## src/rtl/apb_frame_sequencer_if.sv

```systemverilog
// APB bus bundle between the frame sequencer (master)
// and the frame controller register file (slave).
interface apb_frame_sequencer_if #(
    parameter int ADDRESSWIDTH = 4,
    parameter int DATAWIDTH    = 16
);
    logic [ADDRESSWIDTH-1:0] PADDR_o;
    logic [DATAWIDTH-1:0]    PWDATA_o;
    logic                    PWRITE_o;
    logic                    PSEL_o;
    logic                    PENABLE_o;
    logic [DATAWIDTH-1:0]    PRDATA_i;
    logic                    PREADY_i;

    modport master (
        output PADDR_o, PWDATA_o, PWRITE_o, PSEL_o, PENABLE_o,
        input  PRDATA_i, PREADY_i
    );

    modport slave (
        input  PADDR_o, PWDATA_o, PWRITE_o, PSEL_o, PENABLE_o,
        output PRDATA_i, PREADY_i
    );
endinterface

```

## src/rtl/apb_frame_sequencer.sv

```systemverilog
// APB master running one lift-bus frame exchange:
// TX space check, frame write, RX wait, frame read back.
module apb_frame_sequencer #(
    parameter int ADDRESSWIDTH = 4,
    parameter int DATAWIDTH    = 16,
    parameter int POLL_MAX     = 255
) (
    input  logic        PCLK,
    input  logic        PRESETn,
    input  logic        req_tx_i,
    input  logic [7:0]  cmd_i,
    input  logic [7:0]  id_i,
    input  logic [15:0] data_i,
    input  logic [11:0] frame_i,
    output logic        busy_o,
    output logic        done_o,
    output logic        err_o,
    output logic        rx_valid_o,
    output logic [7:0]  rx_cmd_o,
    output logic [7:0]  rx_id_o,
    output logic [15:0] rx_data_o,
    output logic [11:0] rx_frame_o,
    apb_frame_sequencer_if.master apb
);

    typedef enum logic [3:0] {
        S_IDLE, S_POLL_TX, S_WR_CMD, S_WR_ID, S_WR_DATA, S_WR_TX,
        S_POLL_RX, S_RD_ID, S_RD_DATA, S_RD_CMD, S_RD_FRAME, S_DONE
    } state_t;

    typedef enum logic [1:0] {
        P_SETUP, P_ACCESS, P_CAPTURE
    } phase_t;

    localparam logic [7:0] LP_POLL_LAST = 8'(POLL_MAX - 1);

    localparam logic [ADDRESSWIDTH-1:0] A_CMD    = ADDRESSWIDTH'(1);
    localparam logic [ADDRESSWIDTH-1:0] A_TX     = ADDRESSWIDTH'(2);
    localparam logic [ADDRESSWIDTH-1:0] A_ID     = ADDRESSWIDTH'(3);
    localparam logic [ADDRESSWIDTH-1:0] A_DATA   = ADDRESSWIDTH'(4);
    localparam logic [ADDRESSWIDTH-1:0] A_RXFRM  = ADDRESSWIDTH'(5);
    localparam logic [ADDRESSWIDTH-1:0] A_RXID   = ADDRESSWIDTH'(6);
    localparam logic [ADDRESSWIDTH-1:0] A_RXDATA = ADDRESSWIDTH'(7);
    localparam logic [ADDRESSWIDTH-1:0] A_STAT   = ADDRESSWIDTH'(8);
    localparam logic [ADDRESSWIDTH-1:0] A_RXCMD  = ADDRESSWIDTH'(9);

    state_t r_state;
    state_t w_state_nxt;
    phase_t r_phase;
    phase_t w_phase_nxt;

    logic                    w_step;
    logic                    w_is_read;
    logic                    w_is_write;
    logic [ADDRESSWIDTH-1:0] w_addr;
    logic [DATAWIDTH-1:0]    w_wdata;

    logic [7:0]  r_cnt;
    logic        r_err;
    logic [7:0]  r_cmd;
    logic [7:0]  r_id;
    logic [15:0] r_data;
    logic [11:0] r_frame;
    logic [7:0]  r_rx_cmd;
    logic [7:0]  r_rx_id;
    logic [15:0] r_rx_data;
    logic [11:0] r_rx_frame;

    // State and bus phase registers; reset drops PSEL at once
    always_ff @(posedge PCLK or negedge PRESETn) begin
        if (!PRESETn) begin
            r_state <= S_IDLE;
            r_phase <= P_SETUP;
        end else begin
            r_state <= w_state_nxt;
            r_phase <= w_phase_nxt;
        end
    end

    // Next state: a step is write ACCESS done or read CAPTURE done
    always_comb begin
        w_state_nxt = r_state;
        w_phase_nxt = r_phase;
        w_step      = 1'b0;
        if (r_state == S_IDLE) begin
            w_phase_nxt = P_SETUP;
            if (req_tx_i) begin
                w_state_nxt = S_POLL_TX;
            end
        end else if (r_state == S_DONE) begin
            w_phase_nxt = P_SETUP;
            w_state_nxt = S_IDLE;
        end else begin
            unique case (r_phase)
                P_SETUP: w_phase_nxt = P_ACCESS;
                P_ACCESS: begin
                    if (apb.PREADY_i) begin
                        if (w_is_read) begin
                            w_phase_nxt = P_CAPTURE;
                        end else begin
                            w_step = 1'b1;
                        end
                    end
                end
                P_CAPTURE: w_step = 1'b1;
                default: w_phase_nxt = P_SETUP;
            endcase
            if (w_step) begin
                w_phase_nxt = P_SETUP;
                unique case (r_state)
                    S_POLL_TX: begin
                        if (!apb.PRDATA_i[7]) begin
                            w_state_nxt = S_WR_CMD;
                        end else if (r_cnt == LP_POLL_LAST) begin
                            w_state_nxt = S_DONE;
                        end
                    end
                    S_WR_CMD:  w_state_nxt = S_WR_ID;
                    S_WR_ID:   w_state_nxt = S_WR_DATA;
                    S_WR_DATA: w_state_nxt = S_WR_TX;
                    S_WR_TX:   w_state_nxt = S_POLL_RX;
                    S_POLL_RX: begin
                        if (!apb.PRDATA_i[4]) begin
                            w_state_nxt = S_RD_ID;
                        end else if (r_cnt == LP_POLL_LAST) begin
                            w_state_nxt = S_DONE;
                        end
                    end
                    S_RD_ID:    w_state_nxt = S_RD_DATA;
                    S_RD_DATA:  w_state_nxt = S_RD_CMD;
                    S_RD_CMD:   w_state_nxt = S_RD_FRAME;
                    S_RD_FRAME: w_state_nxt = S_DONE;
                    default:    w_state_nxt = S_IDLE;
                endcase
            end
        end
    end

    // Datapath: request latch, poll counter, error flag, RX capture
    always_ff @(posedge PCLK or negedge PRESETn) begin
        if (!PRESETn) begin
            r_cnt      <= '0;
            r_err      <= 1'b0;
            r_cmd      <= '0;
            r_id       <= '0;
            r_data     <= '0;
            r_frame    <= '0;
            r_rx_cmd   <= '0;
            r_rx_id    <= '0;
            r_rx_data  <= '0;
            r_rx_frame <= '0;
        end else begin
            if (r_state == S_IDLE && req_tx_i) begin
                r_cmd   <= cmd_i;
                r_id    <= id_i;
                r_data  <= data_i;
                r_frame <= frame_i;
                r_cnt   <= '0;
                r_err   <= 1'b0;
            end
            if (w_step) begin
                unique case (r_state)
                    S_POLL_TX: begin
                        if (apb.PRDATA_i[7]) begin
                            r_cnt <= r_cnt + 8'd1;
                            if (r_cnt == LP_POLL_LAST) r_err <= 1'b1;
                        end
                    end
                    S_POLL_RX: begin
                        if (apb.PRDATA_i[4]) begin
                            r_cnt <= r_cnt + 8'd1;
                            if (r_cnt == LP_POLL_LAST) r_err <= 1'b1;
                        end
                    end
                    S_WR_TX:    r_cnt      <= '0;
                    S_RD_ID:    r_rx_id    <= apb.PRDATA_i[7:0];
                    S_RD_DATA:  r_rx_data  <= apb.PRDATA_i[15:0];
                    S_RD_CMD:   r_rx_cmd   <= apb.PRDATA_i[7:0];
                    S_RD_FRAME: r_rx_frame <= apb.PRDATA_i[11:0];
                    default: ;
                endcase
            end
        end
    end

    // Outputs: bus drive decoded from state, status flags
    always_comb begin
        w_is_read  = 1'b0;
        w_is_write = 1'b0;
        w_addr     = '0;
        w_wdata    = '0;
        unique case (r_state)
            S_POLL_TX, S_POLL_RX: begin
                w_is_read = 1'b1;
                w_addr    = A_STAT;
            end
            S_WR_CMD: begin
                w_is_write = 1'b1;
                w_addr     = A_CMD;
                w_wdata    = DATAWIDTH'(r_cmd);
            end
            S_WR_ID: begin
                w_is_write = 1'b1;
                w_addr     = A_ID;
                w_wdata    = DATAWIDTH'(r_id);
            end
            S_WR_DATA: begin
                w_is_write = 1'b1;
                w_addr     = A_DATA;
                w_wdata    = DATAWIDTH'(r_data);
            end
            S_WR_TX: begin
                w_is_write = 1'b1;
                w_addr     = A_TX;
                w_wdata    = DATAWIDTH'(r_frame);
            end
            S_RD_ID: begin
                w_is_read = 1'b1;
                w_addr    = A_RXID;
            end
            S_RD_DATA: begin
                w_is_read = 1'b1;
                w_addr    = A_RXDATA;
            end
            S_RD_CMD: begin
                w_is_read = 1'b1;
                w_addr    = A_RXCMD;
            end
            S_RD_FRAME: begin
                w_is_read = 1'b1;
                w_addr    = A_RXFRM;
            end
            default: ;
        endcase
        apb.PSEL_o    = (w_is_read | w_is_write) && (r_phase != P_CAPTURE);
        apb.PENABLE_o = apb.PSEL_o && (r_phase == P_ACCESS);
        apb.PWRITE_o  = w_is_write;
        apb.PADDR_o   = w_addr;
        apb.PWDATA_o  = w_wdata;
        busy_o        = (r_state != S_IDLE);
        done_o        = (r_state == S_DONE);
        err_o         = done_o & r_err;
        rx_valid_o    = done_o & ~r_err;
    end

    assign rx_cmd_o   = r_rx_cmd;
    assign rx_id_o    = r_rx_id;
    assign rx_data_o  = r_rx_data;
    assign rx_frame_o = r_rx_frame;

endmodule

```

## src/flat_wrapper.sv

```systemverilog
// flat-port wrapper written by rule: the top's interface ports become plain ports
module apb_frame_sequencer_flat 
#(
    parameter int ADDRESSWIDTH = 4,
    parameter int DATAWIDTH    = 16,
    parameter int POLL_MAX     = 255
)
  (PCLK, PRESETn, req_tx_i, cmd_i, id_i, data_i, frame_i, busy_o, done_o, err_o, rx_valid_o, rx_cmd_o, rx_id_o, rx_data_o, rx_frame_o, apb_PADDR_o, apb_PWDATA_o, apb_PWRITE_o, apb_PSEL_o, apb_PENABLE_o, apb_PRDATA_i, apb_PREADY_i);
  apb_frame_sequencer_if #(.ADDRESSWIDTH(ADDRESSWIDTH), .DATAWIDTH(DATAWIDTH)) apb_i ();
  input  logic PCLK;
  input  logic PRESETn;
  input  logic req_tx_i;
  input  logic [7:0] cmd_i;
  input  logic [7:0] id_i;
  input  logic [15:0] data_i;
  input  logic [11:0] frame_i;
  output logic busy_o;
  output logic done_o;
  output logic err_o;
  output logic rx_valid_o;
  output logic [7:0] rx_cmd_o;
  output logic [7:0] rx_id_o;
  output logic [15:0] rx_data_o;
  output logic [11:0] rx_frame_o;
  output wire logic [$bits(apb_i.PADDR_o)-1:0] apb_PADDR_o;
  output wire logic [$bits(apb_i.PWDATA_o)-1:0] apb_PWDATA_o;
  output wire logic [$bits(apb_i.PWRITE_o)-1:0] apb_PWRITE_o;
  output wire logic [$bits(apb_i.PSEL_o)-1:0] apb_PSEL_o;
  output wire logic [$bits(apb_i.PENABLE_o)-1:0] apb_PENABLE_o;
  input wire logic [$bits(apb_i.PRDATA_i)-1:0] apb_PRDATA_i;
  input wire logic [$bits(apb_i.PREADY_i)-1:0] apb_PREADY_i;
  assign apb_PADDR_o = apb_i.PADDR_o;
  assign apb_PWDATA_o = apb_i.PWDATA_o;
  assign apb_PWRITE_o = apb_i.PWRITE_o;
  assign apb_PSEL_o = apb_i.PSEL_o;
  assign apb_PENABLE_o = apb_i.PENABLE_o;
  assign apb_i.PRDATA_i = apb_PRDATA_i;
  assign apb_i.PREADY_i = apb_PREADY_i;
  apb_frame_sequencer #(.ADDRESSWIDTH(ADDRESSWIDTH), .DATAWIDTH(DATAWIDTH), .POLL_MAX(POLL_MAX)) u_core (.PCLK(PCLK), .PRESETn(PRESETn), .req_tx_i(req_tx_i), .cmd_i(cmd_i), .id_i(id_i), .data_i(data_i), .frame_i(frame_i), .busy_o(busy_o), .done_o(done_o), .err_o(err_o), .rx_valid_o(rx_valid_o), .rx_cmd_o(rx_cmd_o), .rx_id_o(rx_id_o), .rx_data_o(rx_data_o), .rx_frame_o(rx_frame_o), .apb(apb_i));
endmodule
```

## config.mk

```make
export PLATFORM = sky130hd
export DESIGN_NAME = apb_frame_sequencer_flat
export DESIGN_NICKNAME = d
export VERILOG_FILES = /design/src/rtl/apb_frame_sequencer_if.sv /design/src/rtl/apb_frame_sequencer.sv /design/src/flat_wrapper.sv
export SDC_FILE = /design/constraint.sdc
export NUM_CORES = 1
export LEC_CHECK = 0
export ABC_CLOCK_PERIOD_IN_PS = 2700
export CELL_PAD_IN_SITES_DETAIL_PLACEMENT = 0
export CELL_PAD_IN_SITES_GLOBAL_PLACEMENT = 1
export CORE_MARGIN = 8
export CORE_UTILIZATION = 38
export CTS_CLUSTER_DIAMETER = 200
export DETAILED_ROUTE_END_ITERATION = 7
export PLACE_DENSITY = 0.86
export SETUP_SLACK_MARGIN = 0.15
export SLEW_MARGIN = 15
export SYNTH_ARGS = -nofsm -noshare
export SYNTH_HDL_FRONTEND = slang
export SYNTH_SLANG_ARGS = --single-unit
```

## constraint.sdc

```tcl
create_clock -name PCLK -period 2.7 [get_ports PCLK]
set_clock_uncertainty 0.15 [all_clocks]
set_input_delay 0.675 -clock PCLK [delete_from_list [all_inputs] [get_ports PCLK]]
set_output_delay 0.675 -clock PCLK [all_outputs]
set_load 0.02 [all_outputs]
```

Word-level counts from Yosys, hierarchy flattened
Index checks and enable logic that the tools add are counted.
- output and inout port bits: 71
- logic and storage cells: 88
- latch bits: 0
- memories kept: 0
- memory bits (writable): 0
- register bits: 103
- input port bits: 64
- memory bits (read-only): 0
- bitwise gates (word level): 4
- equal/unequal tests: 19
- $mul: 0
- shift operators: 0
- muxes and demuxes: 36
- div/mod/pow operators: 0
- add/sub/neg operators: 1
- reductions and logical operators: 16
- $lt $le $gt $ge: 0
- operators with widths (operator ; count):
    $pmux W16 S4 ; 1
    $pmux W4 S10 ; 1
    $pmux W4 S9 ; 1
    $mux W8 ; 4
    $mux W4 ; 7
    $pmux W8 S3 ; 1
    $eq A4 B3 Y1 const B ; 4
    $eq A4 B4 Y1 const B ; 4
    $mux W1 ; 13
    $mux W2 ; 5
    $reduce_and A2 Y1 ; 5
    $add A8 B1 Y8 const B ; 1
    $eq A4 B2 Y1 const B ; 2
    $eq A8 B8 Y1 const B ; 1
    $pmux W2 S3 ; 1
    $reduce_or A6 Y1 ; 1
    $ne A5 B3 Y1 const B ; 1
    $ne A5 B4 Y1 const B ; 1
    $eq A4 B1 Y1 const B ; 1
    $logic_not A4 Y1 ; 1
    $ne A2 B2 Y1 const B ; 2
    $ne A4 B2 Y1 const B ; 1
    $pmux W1 S2 ; 2
    $reduce_bool A4 Y1 ; 1
    11 further kinds ; 14

Depth between registers and ports, before layout
Gate-level depths: netlist (run 1).
- depth in word-level cells: 11
- mapped depth: 7
- mapped depth without buffers: 7

Least setup slack after synthesis (run 1)
Ideal clock, no wire load.
- kind: register to output
- from: register u_core.r_state[3]
- to: output port apb_PADDR_o[0]
- slack: 0.196 ns
- arrival time: 1.679 ns
- required time: 1.875 ns
- stages on the path, launching flop included: 6
- buffers on the path: 3
- path through: dfrtp_1 buf_2 clkbuf_1 clkbuf_1 nor2_1 a211oi_1
- longest elaborated chain between the ends: 3
- elaborated cells on any way between the ends: 12
- classes of those cells: eq/ne (10); mux (1); reduce/logical (1)
- RTL lines (item ; line ; source):
    start: declaration ; apb_frame_sequencer.sv:47 ; state_t r_state;
    start signal: assignment ; apb_frame_sequencer.sv:75 ; r_state <= w_state_nxt;
    $eq A4 B1 Y1 or $eq A4 B3 Y1 (tied branches) ; apb_frame_sequencer.sv:192 ; unique case (r_state)
    $reduce_or A2 Y1 ; -- ;
    $pmux W4 S9 (*) ; apb_frame_sequencer.sv:192 ;
    end: declaration ; flat_wrapper.sv:25 ; output wire logic [$bits(apb_i.PADDR_o)-1:0] apb_PADDR_o;
Every way passes the cells marked *; elsewhere a longest branch is shown, timed or not.

Worst setup path after layout (run 1)
- from: register u_core.r_state[1]
- to: output port apb_PENABLE_o
- longest elaborated chain between the ends: 6
- elaborated cells on any way between the ends: 17
- classes of those cells: eq/ne (10); mux (2); bitwise (1); reduce/logical (4)
- RTL lines (item ; line ; source):
    $eq A4 B4 Y1, or another cell as far along ; apb_frame_sequencer.sv:192 ;
    $reduce_or A6 Y1 (no source line) or $reduce_or A4 Y1 (tied branches) ; -- ;
    $mux W1 ; apb_frame_sequencer.sv:192 ;
    $or A1 B1 Y1 (*) ; apb_frame_sequencer.sv:235 ; apb.PSEL_o = (w_is_read | w_is_write) && (r_phase != P_CAPTURE);
    $logic_and A1 B1 Y1 (*) ; apb_frame_sequencer.sv:235 ;
    $logic_and A1 B1 Y1 (*) ; apb_frame_sequencer.sv:236 ; apb.PENABLE_o = apb.PSEL_o && (r_phase == P_ACCESS);
    end: declaration ; flat_wrapper.sv:29 ; output wire logic [$bits(apb_i.PENABLE_o)-1:0] apb_PENABLE_o;
Marked as above.

==> impl_metrics.csv, run 1 <==
group,metric,value,unit
run_status,status,"complete, no violations",
layout,syn_to_final_growth,47.41,%
global_route,overflow,0,
placed_design,dpl.hpwl,10150,um
timing,maxSlewHeadroom,56.32,%
floorplan,dieArea,16730,um^2
timing,setup_viol,0,
worst_setup_path,critPathMaxFanout,8,
route,ant_nets,0,
global_route,grt_first_pass_wirelength,21730,um
placed_design,port_buffers,134,
pwr,powerDensity,999.7,nW/um^2
route,vias,3824,
synthesis,seq_area_frac_synth,52.79,%
worst_setup_path,worstSetupPathType,"reg2out",
clock_tree,clkSinkCount,103,
clock_tree,cts_buffers,9,
worst_setup_path,slowest_delay,470,ps
global_route,antenna_found_initial,0,
pwr,total_power,7.195,mW
floorplan,row_count,41,
synthesis,synthArstFlopShare,100.0,%
layout,n_antenna_cell,0,
pwr,peakVddDrop,643.3,uV
clock_tree,cts_max_level,3,
worst_setup_path,r2r-start,"u_core.r_state[1]",
worst_setup_path,worst-path-buf-inv,3,
worst_hold_path,holdCritPathClass,"in2async",
job,cap_violations,0,
worst_setup_path,cp_cell_sequence,"buf_6 > nor4_4 > inv_1 > and3_4 > and2_4 > buf_6",
synthesis,synth.distinct_cells,61,
synthesis,synth_top_area_share,52.79,%
worst_setup_path,cp_slowest_cell,"dfrtp_2",
worst_setup_path,worstReg2RegEnd,"u_core.r_cnt[4]",
worst_setup_path,path_delay_family,"simple AND/OR/NAND/NOR gates",
synthesis,synth-edff-count,0,
synthesis,syn_area,4882,um^2
timing,hold_viol_final,0,
clock_tree,clk_path_buf_depth,2,
floorplan,dieHeight,129.4,um
route,wl_per_cell,18.13,um
clock_tree,cts_tree,"yes",
clock_tree,clkTransAtPathRegs,70,ps
worst_setup_path,r2r_cells,9,
clock_tree,cts-root-buf,"clkbuf_16",
timing,tns,0,ps
layout,layout_commonest_cell,"clkdlybuf4s50_1",
clock_tree,clock_latency,350,ps
route,vias_per_cell,5.147,
timing,finalCritPeriodShare,96.34,%
pwr,p_leak,3.216,nW
layout,final_net_count,635,
synthesis,synth_area_per_cell,12.49,um^2
worst_setup_path,crit_top_cell,"buf_6",
synthesis,synth_nets,460,
synthesis,synthCells,391,
timing,fin_crit,2601,ps
timing,rsz0062_at_grt,"yes",
worst_setup_path,cp-end-kind,"primary output",
layout,drive_gt1_share,29.77,%
worst_setup_path,startpoint_type,"flop",
global_route,grt_max_degree,38,
synthesis,synth_top_area_cell,"dfrtp_1",
global_route,grt_usage,16.72,%
placed_design,place.gp.congestion,0.8629,
synthesis,ys_warn_count,0,
layout,final_cell_mix,"clkdlybuf4s50_1, dfrtp_1, mux2_1",
floorplan,pin_count,135,
timing,tightest_slew,653.6,ps
floorplan,core_area,12570,um^2
worst_setup_path,required,1880,ps
floorplan,start_util,38.85,%
route,wl,13470,um
worst_setup_path,cp_data_arrival_time,1780,ps
floorplan,die_w,129.4,um
timing,maxSlewViolCount,0,
synthesis,ys_top_cells_by_area,"dfrtp_1, mux2_1, mux2_2",
route,remaining_drc_errors,0,
synthesis,ys_ff_latch,103,
synthesis,yosys_most_used_dff,"dfrtp_1",
timing,max_freq,384.4,MHz
worst_setup_path,rrSetupSlack,300,ps
global_route,grt_pass1_vias,4097,
route,drtIter0Drc,215,
route,firstDrtPassIters,4,
==> synthesized netlist by cell type (2+ instances only) <==
library cell  count
a211o_1           2
mux2_2           40
a221o_1           6
nor2_1           22
a32oi_1           4
inv_1             7
a21oi_1           8
xnor2_1           2
o211ai_1          2
mux2i_1           3
o21ai_0          15
a22oi_1           8
a22o_1            5
clkbuf_1          3
o2bb2ai_1         5
nor2b_1           2
nand3_1           7
ha_1              5
and3_1            2
nand2_1          16
a2bb2oi_1         2
a31oi_1           2
dfrtp_1         103
nor2b_2           2
nand2b_1          6
nand4_1           4
o22ai_1           2
mux2_1           49
and2_1           10
nor3_1            3
buf_2            14
==> stage by stage <==
stage	cells	instance area (um^2)	util [%]	hold slack [ps]	setup WS, ps
3_3_place_gp	715	6645	52.87	316.4	2.229
2_1_floorplan	391	4882	-	229.4	195.5
3_5_place_dp	715	6645	52.87	323.7	-27.27
4_1_cts	738	7069	56.25	146.5	14.75
5_1_grt	743	7197	57.26	166.3	13.72
6_report	743	7197	57.26	141.9	98.83
==> where the power goes <==
group	switching, mW	internal (mW)
combinational	1.64	1.68
sequential	0.354	2.09
clock	0.606	0.824
total	2.60	4.59
==> per-layer routing <==
metal	share of wire, %	GRT usage [%]	vias up
met5	0	0	-
met4	2.0	7.533	0
met3	7.1	5.177	18
met2	52	27.14	102
met1	39	19.98	1924
li1	-	-	1780
==> what timing repair did <==
action | CTS | global route
gates resized for setup | 142 | 42
hold buffers | 0 | 0
setup endpoints to repair | 27 | 21
setup buffers | 7 | 5
pin swaps | 12 | 8
==> cells by family (layout without fill, tap and decap cells) <==
logic type      count (synthesis)  after routing  share of synthesized area (%)
mux                            92             92                          21.14
simple gates                   92             92                          11.23
fa+ha+maj                       5              5                          1.281
buf+inv                        28            208                          2.742
flops                         103            103                          52.79
xor+xnor                        2              2                         0.3589
compound gates                 69             69                          10.46
==> final cells by class <==
cell class | instances | area [um^2]
Fill cell | 1025 | 5371
Sequential cell | 103 | 2582
Multi-Input combinational cell | 260 | 2280
Timing Repair Buffer | 184 | 1758
Clock buffer | 9 | 225.2
Tap cell | 172 | 215.2
Clock inverter | 7 | 102.6
Inverter | 8 | 33.78
==> worst max path at each step <==
stage | end | start | cells after the start | slack, ps
global route | apb_PENABLE_o | u_core.r_state[1] | 6 | 10
detailed placement | apb_PWDATA_o[4] | u_core.r_state[1] | 6 | -30
global placement | apb_PWDATA_o[4] | u_core.r_state[1] | 6 | 2
finish | apb_PENABLE_o | u_core.r_state[1] | 6 | 100
floorplan | apb_PADDR_o[0] | u_core.r_state[3] | 5 | 200
CTS | apb_PWDATA_o[6] | u_core.r_state[1] | 5 | 10
==> registers in the layout, indices dropped and copies added (netlist names) <==
name / count
u_core.rx_data_o: 16
u_core.r_frame: 12
u_core.r_err: 1
u_core.r_state: 4
u_core.rx_frame_o: 12
u_core.rx_id_o: 8
u_core.r_cmd: 8
u_core.rx_cmd_o: 8
u_core.r_cnt: 8
u_core.r_id: 8
u_core.r_data: 16
u_core.r_phase: 2
No activity file was read; power rests on OpenSTA's default activity.
==> run 2, diff against run 1 <==
TNS_END_PERCENT = 10   (was not set)
==> run 2 against run 1 <==
Against the previous run: sequential power about the same; hold slack gained 1.0 ps; largest cell class unchanged; fmax increased by 0.72%.
==> impl_metrics.csv, run 2 (synthesis gave the netlist of run 1 again) <==
group,metric,value,unit
global_route,grt_usage,16.74,%
floorplan,start_util,38.85,%
route,ant_nets,0,
layout,syn_to_final_growth,43.75,%
worst_setup_path,cp_cell_sequence,"buf_4 > nand2b_4 > nor2_1 > buf_4 > a221o_1 > buf_6",
worst_setup_path,worst-path-buf-inv,3,
global_route,grt_max_degree,38,
clock_tree,clkTransAtPathRegs,70,ps
route,wl,13280,um
layout,final_cells,737,
layout,fill_cells,1039,
placed_design,dp.cells,715,
clock_tree,clock_latency,350,ps
clock_tree,clk_path_buf_depth,2,
timing,rsz0062_at_grt,"yes",
worst_hold_path,holdCritPathClass,"in2async",
placed_design,port_buffers,134,
layout,final_net_count,629,
layout,drive_gt1_share,26.55,%
floorplan,dieArea,16730,um^2
clock_tree,cts_buffers,9,
timing,setup_viol,0,
clock_tree,cts_tree,"yes",
route,drtIter0Drc,209,
worst_setup_path,worstSetupPathType,"reg2out",
pwr,pwr-share-comb,44.9,%
route,vias,3771,
worst_setup_path,critPathMaxFanout,8,
pwr,powerDensity,996.9,nW/um^2
floorplan,core_area,12570,um^2
worst_setup_path,startpoint_type,"flop",
clock_tree,cts_max_level,3,
placed_design,place.gp.congestion,0.8629,
floorplan,row_count,41,
timing,tns,0,ps
route,remaining_drc_errors,0,
timing,tightest_slew,659.3,ps
worst_setup_path,crit_top_cell,"buf_4",
worst_setup_path,path_delay_family,"buffers and inverters",
clock_tree,clkSinkCount,103,
floorplan,pin_count,135,
pwr,total_power,6.996,mW
worst_setup_path,slowest_delay,450,ps
placed_design,pre_cts_ws,-27.27,ps
pwr,p_leak,3.154,nW
timing,maxSlewHeadroom,55.94,%
layout,final_core_util,55.84,%
layout,layout_commonest_cell,"clkdlybuf4s50_1",
pwr,peakVddDrop,630.3,uV
placed_design,placed_cell_area,6645,um^2
pwr,seqPwrFrac,34.7,%
pwr,p_clk_share,20.4,%
worst_setup_path,cp_slowest_cell,"dfrtp_2",
pwr,p_switching,2.528,mW
job,cap_violations,0,
route,firstDrtPassIters,4,
pwr,power.internal,4.468,mW
timing,fin_crit,2583,ps
clock_tree,hold_buffers,0,
timing,whs,142.9,ps
global_route,overflow,0,
worst_setup_path,required,1880,ps
layout,stdcell_area,7018,um^2
worst_setup_path,cp-end-kind,"primary output",
route,wl_per_cell,18.02,um
global_route,grt_first_pass_wirelength,21760,um
timing,layout_setup_ws,117.5,ps
timing,finalCritPeriodShare,95.65,%
floorplan,dieHeight,129.4,um
timing,max_freq,387.2,MHz
layout,n_antenna_cell,0,
route,vias_per_cell,5.117,
placed_design,dpl.hpwl,10150,um
pwr,switching_share,36.13,%
global_route,grt_pass1_vias,4056,
floorplan,die_w,129.4,um
worst_setup_path,cp_data_arrival_time,1760,ps
timing,hold_viol_final,0,
clock_tree,cts-root-buf,"clkbuf_16",
layout,final_cell_mix,"clkdlybuf4s50_1, dfrtp_1, mux2_1",
timing,maxSlewViolCount,0,
run_status,status,"complete, no violations",
global_route,antenna_found_initial,0,
==> run 2: changes by cell type in the layout (fill, tap and decap cells not counted), sizes merged <==
cell	before	now
buf	73	61
clkbuf	11	12
inv	9	10
dlygate4sd2	2	3
clkdlybuf4s15	1	5
clkinvlp	1	0
==> run 2: path summary, 6_finish.rpt <==
kind                                   start  slack [ps]  cells after the start                    to
min in group PCLK          u_core.r_data[13]         330                      1     u_core.r_data[13]
max                        u_core.r_state[2]         120                      6       apb_PWDATA_o[5]
min                                  PRESETn         140                      1   u_core.rx_data_o[1]
max reg2reg                u_core.r_state[2]         350                      6  u_core.rx_data_o[11]
max in group asynchronous            PRESETn        1610                      2    u_core.r_frame[11]
min reg2reg                u_core.r_data[13]         330                      1     u_core.r_data[13]
==> run 2: power groups by stage <==
stage	logic, mW	registers (mW)	clock network [mW]
after floorplan	1.52	2.57	0
after global placement	3.03	2.41	0
after detailed placement	3.09	2.44	0
after CTS	3.05	2.43	1.47
after global routing	3.40	2.50	1.53
final	3.14	2.43	1.43
==> run 2: layout make-up <==
type / instances / area (um^2) / area share, %
Clock buffer: 9 / 225.2 / 3.209
Clock inverter: 7 / 102.6 / 1.462
Inverter: 8 / 30.03 / 0.4279
Multi-Input combinational cell: 260 / 2217 / 31.59
Sequential cell: 103 / 2582 / 36.80
Tap cell: 172 / 215.2 / 3.066
Timing Repair Buffer: 178 / 1645 / 23.44
==> run 2: layer usage <==
| layer | vias up | global-route usage, % | share of wire [%] |
|---|---|---|---|
| met5 | - | 0 | 0 |
| met4 | 0 | 6.842 | 1.7 |
| met3 | 15 | 5.259 | 7.4 |
| met2 | 95 | 27.33 | 51 |
| met1 | 1893 | 20.09 | 40 |
| li1 | 1768 | - | - |
==> run 2: timing repair <==
action / CTS / global route
gates resized for setup: 95 / 33
endpoints found under the setup margin: 27 / 24
setup buffers: 2 / 4
pin swaps: 0 / 3
==> run 3, diff against run 2 <==
CORE_UTILIZATION = 30   (was 38)
PLACE_DENSITY = 0.72   (was 0.86)
SLEW_MARGIN = 20   (was 15)
==> run 3 against run 2 <==
Against the previous run: fmax fell by 0.73%; via count fell by 1.5%; first-iteration DRC count fell by 8.1%; critical path type unchanged; final cell count rose by 6.2%; count of clock-buffer cells in the layout rose by 2; sequential power barely moved; hold slack improved by 13 ps; sequential share of layout area fell by 0.16 points; flip-flop and latch count did not move; design area rose by 0.39%; critical path depth rose by 1.
==> impl_metrics.csv, run 3 (synthesis gave the netlist of run 1 again) <==
group,metric,value,unit
worst_setup_path,worstReg2RegEnd,"u_core.r_cnt[7]",
route,wl,13540,um
floorplan,dieArea,20610,um^2
route,ant_nets,0,
worst_setup_path,path_depth,7,
worst_setup_path,path_delay_family,"buffers and inverters",
worst_setup_path,critPathMaxFanout,6,
clock_tree,hold_buffers,0,
timing,tightest_slew,593.4,ps
global_route,grtUsageMet2,22.31,%
clock_tree,cts-root-buf,"clkbuf_16",
route,drtIter0Drc,192,
layout,n_antenna_cell,0,
floorplan,pin_count,135,
clock_tree,clkTransAtPathRegs,70,ps
worst_hold_path,holdCritPathClass,"in2async",
floorplan,core_area,15890,um^2
clock_tree,clk_path_buf_depth,2,
route,remaining_drc_errors,0,
worst_setup_path,cp_slowest_cell,"dfrtp_2",
global_route,grt_max_degree,49,
worst_setup_path,crit_end,"apb_PWDATA_o[7]",
pwr,p_leak,3.148,nW
worst_setup_path,rrSetupSlack,380,ps
layout,final_cell_mix,"clkdlybuf4s50_1, dfrtp_1, mux2_1",
layout,syn_to_final_growth,44.31,%
placed_design,port_buffers,134,
layout,layout_commonest_cell,"clkdlybuf4s50_1",
worst_setup_path,required,1880,ps
route,firstDrtPassIters,4,
worst_setup_path,worst-path-buf-inv,3,
placed_design,place.gp.congestion,0.8332,
worst_setup_path,cp_cell_sequence,"buf_4 > nand2_1 > nor3_1 > buf_4 > a22oi_1 > o21ai_0 > buf_2",
clock_tree,cts_max_level,3,
worst_setup_path,cp_data_arrival_time,1780,ps
layout,final_net_count,631,
layout,final_core_util,44.35,%
global_route,grt_usage,13.27,%
global_route,grt-busiest-layer,"met2",
pwr,peakVddDrop,398.5,uV
route,wl_per_cell,17.29,um
timing,whs,155.9,ps
timing,max_freq,384.4,MHz
global_route,grtUsageMet3,4.645,%
timing,setup_viol,0,
global_route,grt_pass1_vias,3907,
global_route,grt_first_pass_wirelength,21270,um
global_route,use_met1,15.39,%
clock_tree,clkSinkCount,103,
worst_setup_path,worstSetupPathType,"reg2out",
floorplan,row_count,46,
global_route,overflow,0,
placed_design,dpl.hpwl,10260,um
floorplan,start_util,30.73,%
worst_setup_path,cp-end-kind,"primary output",
timing,maxSlewHeadroom,60.30,%
pwr,powerDensity,981.0,nW/um^2
route,vias,3713,
worst_setup_path,startpoint_type,"flop",
worst_setup_path,startpoint,"u_core.r_state[0]",
global_route,antenna_found_initial,0,
timing,rsz0062_at_grt,"yes",
timing,hold_viol_final,0,
timing,maxSlewViolCount,0,
worst_setup_path,r2r_cells,7,
job,cap_violations,0,
clock_tree,clock_latency,350,ps
clock_tree,cts_buffers,9,
layout,drive_gt1_share,26.98,%
worst_setup_path,r2r-start,"u_core.r_state[0]",
floorplan,dieHeight,143.6,um
floorplan,die_w,143.6,um
timing,finalCritPeriodShare,96.35,%
clock_tree,cts_tree,"yes",
worst_setup_path,slowest_delay,450,ps
timing,fin_crit,2602,ps
run_status,status,"complete, no violations",
route,vias_per_cell,4.742,
worst_setup_path,crit_top_cell,"buf_4",
## run 3: final cells by class
class                      instances  area (um^2)
clock buffer                      11        242.7
clock inverter                     5        63.81
fill                            1511         8840
inverter                           8        30.03
multi-input combinational        260         2213
sequential                       103         2581
tap                              216        270.3
timing repair buffer             180         1644
## run 3: how the worst min path moves through the flow
stage,start,end,slack (ps),depth (start not counted)
6_report,PRESETn,u_core.rx_frame_o[5],160,1
3_3_place_gp,u_core.rx_cmd_o[1],u_core.rx_cmd_o[1],320,1
2_1_floorplan,PRESETn,u_core.r_cmd[0],230,0
3_5_place_dp,u_core.r_data[13],u_core.r_data[13],320,1
5_1_grt,PRESETn,u_core.rx_frame_o[5],180,1
4_1_cts,PRESETn,u_core.rx_frame_o[0],170,1
## run 3: power breakdown
| part | total (mW) | internal [mW] | switching (mW) |
|---|---|---|---|
| Combinational | 3.15 | 1.56 | 1.59 |
| Clock | 1.35 | 0.754 | 0.596 |
| Sequential | 2.42 | 2.09 | 0.326 |
## run 3: timing repair
action,CTS,global route
endpoints found under the hold margin,0,0
endpoints found under the setup margin,27,23
gates resized for setup,95,38
pin swaps,1,2
setup buffers,4,2
## run 3: routing by layer
metal | routed length [um] | vias up | share of wire [%]
met4 | 218 | 0 | 1.6
met1 | 5650 | 1841 | 42
met3 | 819 | 13 | 6.0
met2 | 6852 | 91 | 51
met5 | 0 | - | 0
li1 | - | 1768 | -
## run 3: per-stage QoR
step / std cells / instance area [um^2] / TNS, ps / total power, mW / worst slack (ps)
3_3_place_gp: 761 / 6728 / 0 / 5.537 / 47.86
2_1_floorplan: 391 / 4882 / 0 / 4.090 / 195.5
3_5_place_dp: 761 / 6728 / -10.49 / 5.591 / -10.49
4_1_cts: 781 / 7005 / -157.2 / 6.917 / -45.43
5_1_grt: 783 / 7046 / 0 / 7.321 / 27.11
6_report: 783 / 7046 / 0 / 6.912 / 98.48
==> RTL edit 1: new RTL, settings of run 3 <==
Re-encode `phase_t` (3 values) as one-hot, 3 bits wide.
--- a/src/rtl/apb_frame_sequencer.sv
+++ b/src/rtl/apb_frame_sequencer.sv
@@ -28,8 +28,8 @@
         S_POLL_RX, S_RD_ID, S_RD_DATA, S_RD_CMD, S_RD_FRAME, S_DONE
     } state_t;
 
-    typedef enum logic [1:0] {
-        P_SETUP, P_ACCESS, P_CAPTURE
+    typedef enum logic [2:0] {
+        P_SETUP = 3'b001, P_ACCESS = 3'b010, P_CAPTURE = 3'b100
     } phase_t;
 
     localparam logic [7:0] LP_POLL_LAST = 8'(POLL_MAX - 1);
Function: no difference found for any inputs over 10 cycles, from zero or initial values and one cycle with PRESETn low; not proved beyond that.
==> RTL edit 1 against run 3 <==
Total power fell by 2.7%. Worst hold slack improved by 0.0096 ns. Design area is 0.53% higher. Routed wire length increased by 6.2%. Setup slack better by 0.049 ns. Synthesized cell count rose by 0.26%. Area after synthesis is 0.13% lower. Sequential cell count is 1 higher. Highest routed layer unchanged.
==> RTL edit 1: results (changes against run 3) <==
Power
  • Comb pwr share: 46.3% (+0.8 points)
  • Seq group: 2.29 mW (-5%)
  • Sw Share: 36.7% (+0.39 points)
  • Leak: 3.06 nW (-2.9%)
  • Worst VDD drop: 0.422 mV (+6.0%)
  • Pint: 4.25 mW (-3.3%)

STA
  • Fin Hold WS: 0.166 ns (+0.00963 ns)
  • Crit share post-route: 94.5% (-1.8 points)
  • Slew HR: 56.8% (-3.5 points)

Layout
  • Layout cell share with drive strength beyond 1: 27.5% (+0.48 points)
  • Post-layout nets: 630 (-0.16%)
  • Layout area overhead: 45.3%
  • Fillers: 1506 (-0.33%)

Place
  • Post-place setup slack: -0.0485 ns (-0.0380 ns)
  • Placed Instances: 761 (unchanged)
  • Gpl congestion: 0.836 (+0.37%)
  • Post-DP HPWL: 10.8 mm (+5.1%)
  • Placed inst area: 0.00670 sq mm (-0.45%)

Clock tree
  • H-Tree Depth: 3 (unchanged)
  • CTS max path bufs: 2 (unchanged)
  • Clock latency on the worst-skew pair: approximately 0.36 ns
  • CTS buffer count: 9 (unchanged)
  • Root Driver: clkbuf_16

Global route
  • Number of global-route vias before repair: 4127 (+5.6%)
  • Initial antenna violation count: 0 (unchanged)
  • GR Util met2: 24.8% (+2.5 points)
  • Global Route Usage Sum: 14.4% (+1.1 points)
  • First-pass GRT wire length: 22.9 mm (+7.6%)
  • GR met3 Demand/Resource: 3.45% (-1.2 points)
  • GRT met1 Usage: 17.4% (+2.0 points)
  • Largest net degree at the start of global routing: 46 (-6.1%)

Synth
  • Cells after Synth: 392 (+0.26%)
  • Synth top area cells: dfrtp_1 (53%), mux2_1 (11%), mux2_2 (9.9%)
  • Ys async rst share: 100% (unchanged)
  • Synth cell count leaders: dfrtp_1 (103), mux2_1 (46), mux2_2 (43)
  • Syn nets: 458 (-0.43%)
  • Cell variety after synth: 53 (-13%)
  • Sequential element share of the synthesized area: 53.4% (+0.61 points)

Critical path
  • CP max FO: 10 (+4)
  • Worst R2R End: u_core.rx_frame_o[4]
  • Worst R2R Path Depth: 5 (-2)
  • Worst EP arrival: 1.73 ns (-0.05 ns)
  • Worst r2r src: u_core.r_state[2]

Routing
  • Drt via density: 4.90 (+3.2%)
  • Vias: 3838 (+3.4%)
  • Average routed wire per standard cell: 18.3 um (+6.1%)
  • Initial DRC Count: 204 (+6.3%)
  • DR pass1 iterations: 4 (unchanged)

Run status
  • Outcome: complete, no violations

Hold path
  • Hold Crit Class: input port to async pin
RTL edit 1: cell count changes after synthesis, moves of 5 or more:
cell       change
nor3_1        +10
a221o_1        +7
o21ai_0        -7
a22oi_1        -6
and2_1         -6
o2bb2ai_1      -5
RTL edit 1: cell type report:
class | count | area share [%]
clock buffers | 11 | 3.29
clock inverters | 4 | 0.777
inverters | 6 | 0.318
multi-input cells | 262 | 31.0
flip-flops and latches | 104 | 36.8
well taps | 216 | 3.82
repair buffers | 181 | 24.0
RTL edit 1: what timing repair did:
item / CTS / global route
pin swaps: 1 / 4
setup buffers: 0 / 7
endpoints found under the setup margin: 27 / 25
resized for setup: 109 / 36
gates cloned: 0 / 1
RTL edit 1: logic make-up after synthesis:
| kind of cell | Yosys count | share of synthesized area, % |
|---|---|---|
| flip-flops | 104 | 53.4 |
| AND/OR/NAND/NOR | 98 | 11.3 |
| multiplexers | 95 | 21.8 |
| AO/OA/AOI/OAI | 67 | 10.4 |
| buffers and inverters | 26 | 2.62 |
| adder cells (fa/ha/maj) | 2 | 0.513 |
RTL edit 1: worst max-delay path: stages, from the launching register on:
cell	delay, ns
dfrtp_2	0.46
buf_4	0.20
nand2b_2	0.24
a21boi_0	0.15
o22ai_1	0.14
buf_4	0.17
RTL edit 1: routing by layer:
metal  vias up  routed length, um
met1      1967               6090
met2        77               7540
li1       1783                  -
met5         -                  0
met4         0                196
met3        11                559
RTL edit 1: worst max path at each step:
stage	from	end	cells after the start
after floorplan	u_core.r_state[1]	apb_PWDATA_o[0]	5
after global placement	u_core.r_state[0]	apb_PADDR_o[1]	5
after detailed placement	u_core.r_state[0]	apb_PADDR_o[1]	5
after CTS	u_core.r_state[3]	apb_PWDATA_o[7]	5
after global routing	u_core.r_state[2]	apb_PADDR_o[2]	5
final	u_core.r_state[2]	apb_PADDR_o[2]	5
==> RTL edit 2: new RTL, flow settings as in run 3 <==
Without the edit above. `POLL_MAX` is set to 255 in 2 places; all go to 128.
--- a/src/rtl/apb_frame_sequencer.sv
+++ b/src/rtl/apb_frame_sequencer.sv
@@ -3,7 +3,7 @@
 module apb_frame_sequencer #(
     parameter int ADDRESSWIDTH = 4,
     parameter int DATAWIDTH    = 16,
-    parameter int POLL_MAX     = 255
+    parameter int POLL_MAX     = 128
 ) (
     input  logic        PCLK,
     input  logic        PRESETn,
--- a/src/flat_wrapper.sv
+++ b/src/flat_wrapper.sv
@@ -3,7 +3,7 @@
 #(
     parameter int ADDRESSWIDTH = 4,
     parameter int DATAWIDTH    = 16,
-    parameter int POLL_MAX     = 255
+    parameter int POLL_MAX     = 128
 )
   (PCLK, PRESETn, req_tx_i, cmd_i, id_i, data_i, frame_i, busy_o, done_o, err_o, rx_valid_o, rx_cmd_o, rx_id_o, rx_data_o, rx_frame_o, apb_PADDR_o, apb_PWDATA_o, apb_PWRITE_o, apb_PSEL_o, apb_PENABLE_o, apb_PRDATA_i, apb_PREADY_i);
   apb_frame_sequencer_if #(.ADDRESSWIDTH(ADDRESSWIDTH), .DATAWIDTH(DATAWIDTH)) apb_i ();
Behaviour: same outputs for any inputs over 10 cycles, from zero or initial values and one cycle with PRESETn low; that may be too few to reach the edited logic, so the function may still have changed.
==> RTL edit 2 against run 3 <==
Worst hold slack worse by 0.0074 ns. Register-to-register slack worse by 0.11 ns. Setup slack better by 0.018 ns. Area after synthesis about the same. Design area up 0.62%. Sequential share of layout area down 0.21 points. Sequential power down 5%. Via count up 1.6%. Routed wire length down 0.30%. Total power down 8.0%. Sequential cell count unchanged. Critical endpoint is now apb_PENABLE_o.
==> RTL edit 2: results (changes against run 3) <==
Clock tree
  • Worst-path clk slew: 0.07 ns (about the same)
  • CTS buffer count: 9 (unchanged)
  • CTS max path bufs: 2 (unchanged)
  • Root Driver: clkbuf_16

Hold path
  • Hold Crit Class: input port to async pin

Global route
  • Largest net degree at the start of global routing: 41 (-16%)
  • First-pass GRT wire length: 21.7 mm (+2.1%)
  • Global Route Usage Sum: 13.6% (+0.31 points)
  • Number of global-route vias before repair: 4002 (+2.4%)
  • Initial antenna violation count: 1 (+1)

Synth
  • Adder-cell share of the synthesized area: 1.03% (-0.26 points)
  • Mux contribution to synthesized area: 21.1% (about the same)
  • Synth top area cells: dfrtp_1 (53%), mux2_2 (20%), o21ai_0 (1.7%)
  • Post-synthesis xor/xnor area fraction: 0.179% (-0.18 points)
  • Sequential element share of the synthesized area: 52.8% (about the same)
  • Syn nets: 464 (+0.87%)
  • Synth cell count leaders: dfrtp_1 (103), mux2_2 (86), nor2_1 (21)
  • Cell variety after synth: 59 (-3.3%)
  • Synth Area in Compound Gates: 10.9% (+0.46 points)
  • Ys async rst share: 100% (unchanged)
  • Syn avg cell area: 12.3 sq um (-1.3%)

Place
  • Placed Instances: 771 (+1.3%)
  • Placed inst area: 0.00682 sq mm (+1.4%)
  • Post-DP HPWL: 10.5 mm (+1.9%)
  • Gpl congestion: 0.840 (+0.80%)
  • Post-place setup slack: -0.0325 ns (-0.0221 ns)

Power
  • Leak: 3.20 nW (+1.7%)
  • Power density cells: 897 mW/mm^2 (-8.6%)
  • Worst VDD drop: 0.531 mV (+33%)

Layout
  • Layout cell share with drive strength beyond 1: 35.3% (+8.3 points)
  • Post-layout nets: 635 (+0.63%)
  • Fillers: 1529 (+1.2%)
  • Ant diodes: 0 (unchanged)

Critical path
  • CP max-delay cell: dfrtp_2
  • CP max FO: 6 (unchanged)
  • Crit path max-delay family: simple AND/OR/NAND/NOR gates
  • Worst EP arrival: 1.76 ns (-0.02 ns)
  • Max incr delay on CP: 0.44 ns

Routing
  • Average routed wire per standard cell: 17.1 um (-0.94%)
  • Initial DRC Count: 114 (-41%)
  • ANT nets after route: 0 (unchanged)
  • Drt via density: 4.79 (+0.97%)
  • DR pass1 iterations: 4 (unchanged)
  • Vias: 3773 (+1.6%)

Run status
  • Outcome: complete, no violations

STA
  • Least-Margin Pin Slew: 0.497 ns (-0.0965 ns)
## RTL edit 2: power by group
part | switching, mW | internal [mW] | leakage, nW
sequential | 0.298 | 2.00 | 1.36
combinational | 1.46 | 1.37 | 1.71
clock | 0.568 | 0.655 | 0.133
total | 2.33 | 4.03 | 3.20
## RTL edit 2: cell type report
| cell class | instances | area share, % |
|---|---|---|
| sequential | 103 | 36.4 |
| multi-input combinational | 258 | 31.2 |
| timing repair buffer | 180 | 23.8 |
| tap | 216 | 3.81 |
| clock buffer | 12 | 3.48 |
| inverter | 15 | 0.794 |
| clock inverter | 4 | 0.424 |
## RTL edit 2: logic make-up after synthesis
logic type / Yosys count
compound gates: 74
flops: 103
fa+ha+maj: 4
mux: 92
buf+inv: 35
simple gates: 87
xor+xnor: 1
## RTL edit 2: final timing paths
| path | start | endpoint | slack, ns | depth (start not counted) |
|---|---|---|---|---|
| worst min register to register | u_core.r_data[13] | u_core.r_data[13] | 0.35 | 1 |
| max in group asynchronous | PRESETn | u_core.r_data[2] | 1.60 | 2 |
| worst min-delay path | PRESETn | u_core.rx_data_o[15] | 0.15 | 1 |
| min in group PCLK | u_core.r_data[13] | u_core.r_data[13] | 0.35 | 1 |
| worst max-delay path | u_core.r_state[1] | apb_PENABLE_o | 0.12 | 5 |
| worst max register to register | u_core.r_state[1] | u_core.rx_frame_o[3] | 0.27 | 8 |
## RTL edit 2: repair_timing
item / 4_1_cts / 5_1_grt
pin swaps: 0 / 4
setup endpoints to repair: 27 / 44
resized for setup: 87 / 49
buffers inserted: 1 / 0
## RTL edit 2: layer usage
metal	routed length [um]	share of wire (%)	global-route usage, %
met4	154	1.1	4.10
met3	1040	7.7	5.11
met5	10	0.074	0
met2	6670	49	22.6
met1	5630	42	16.0
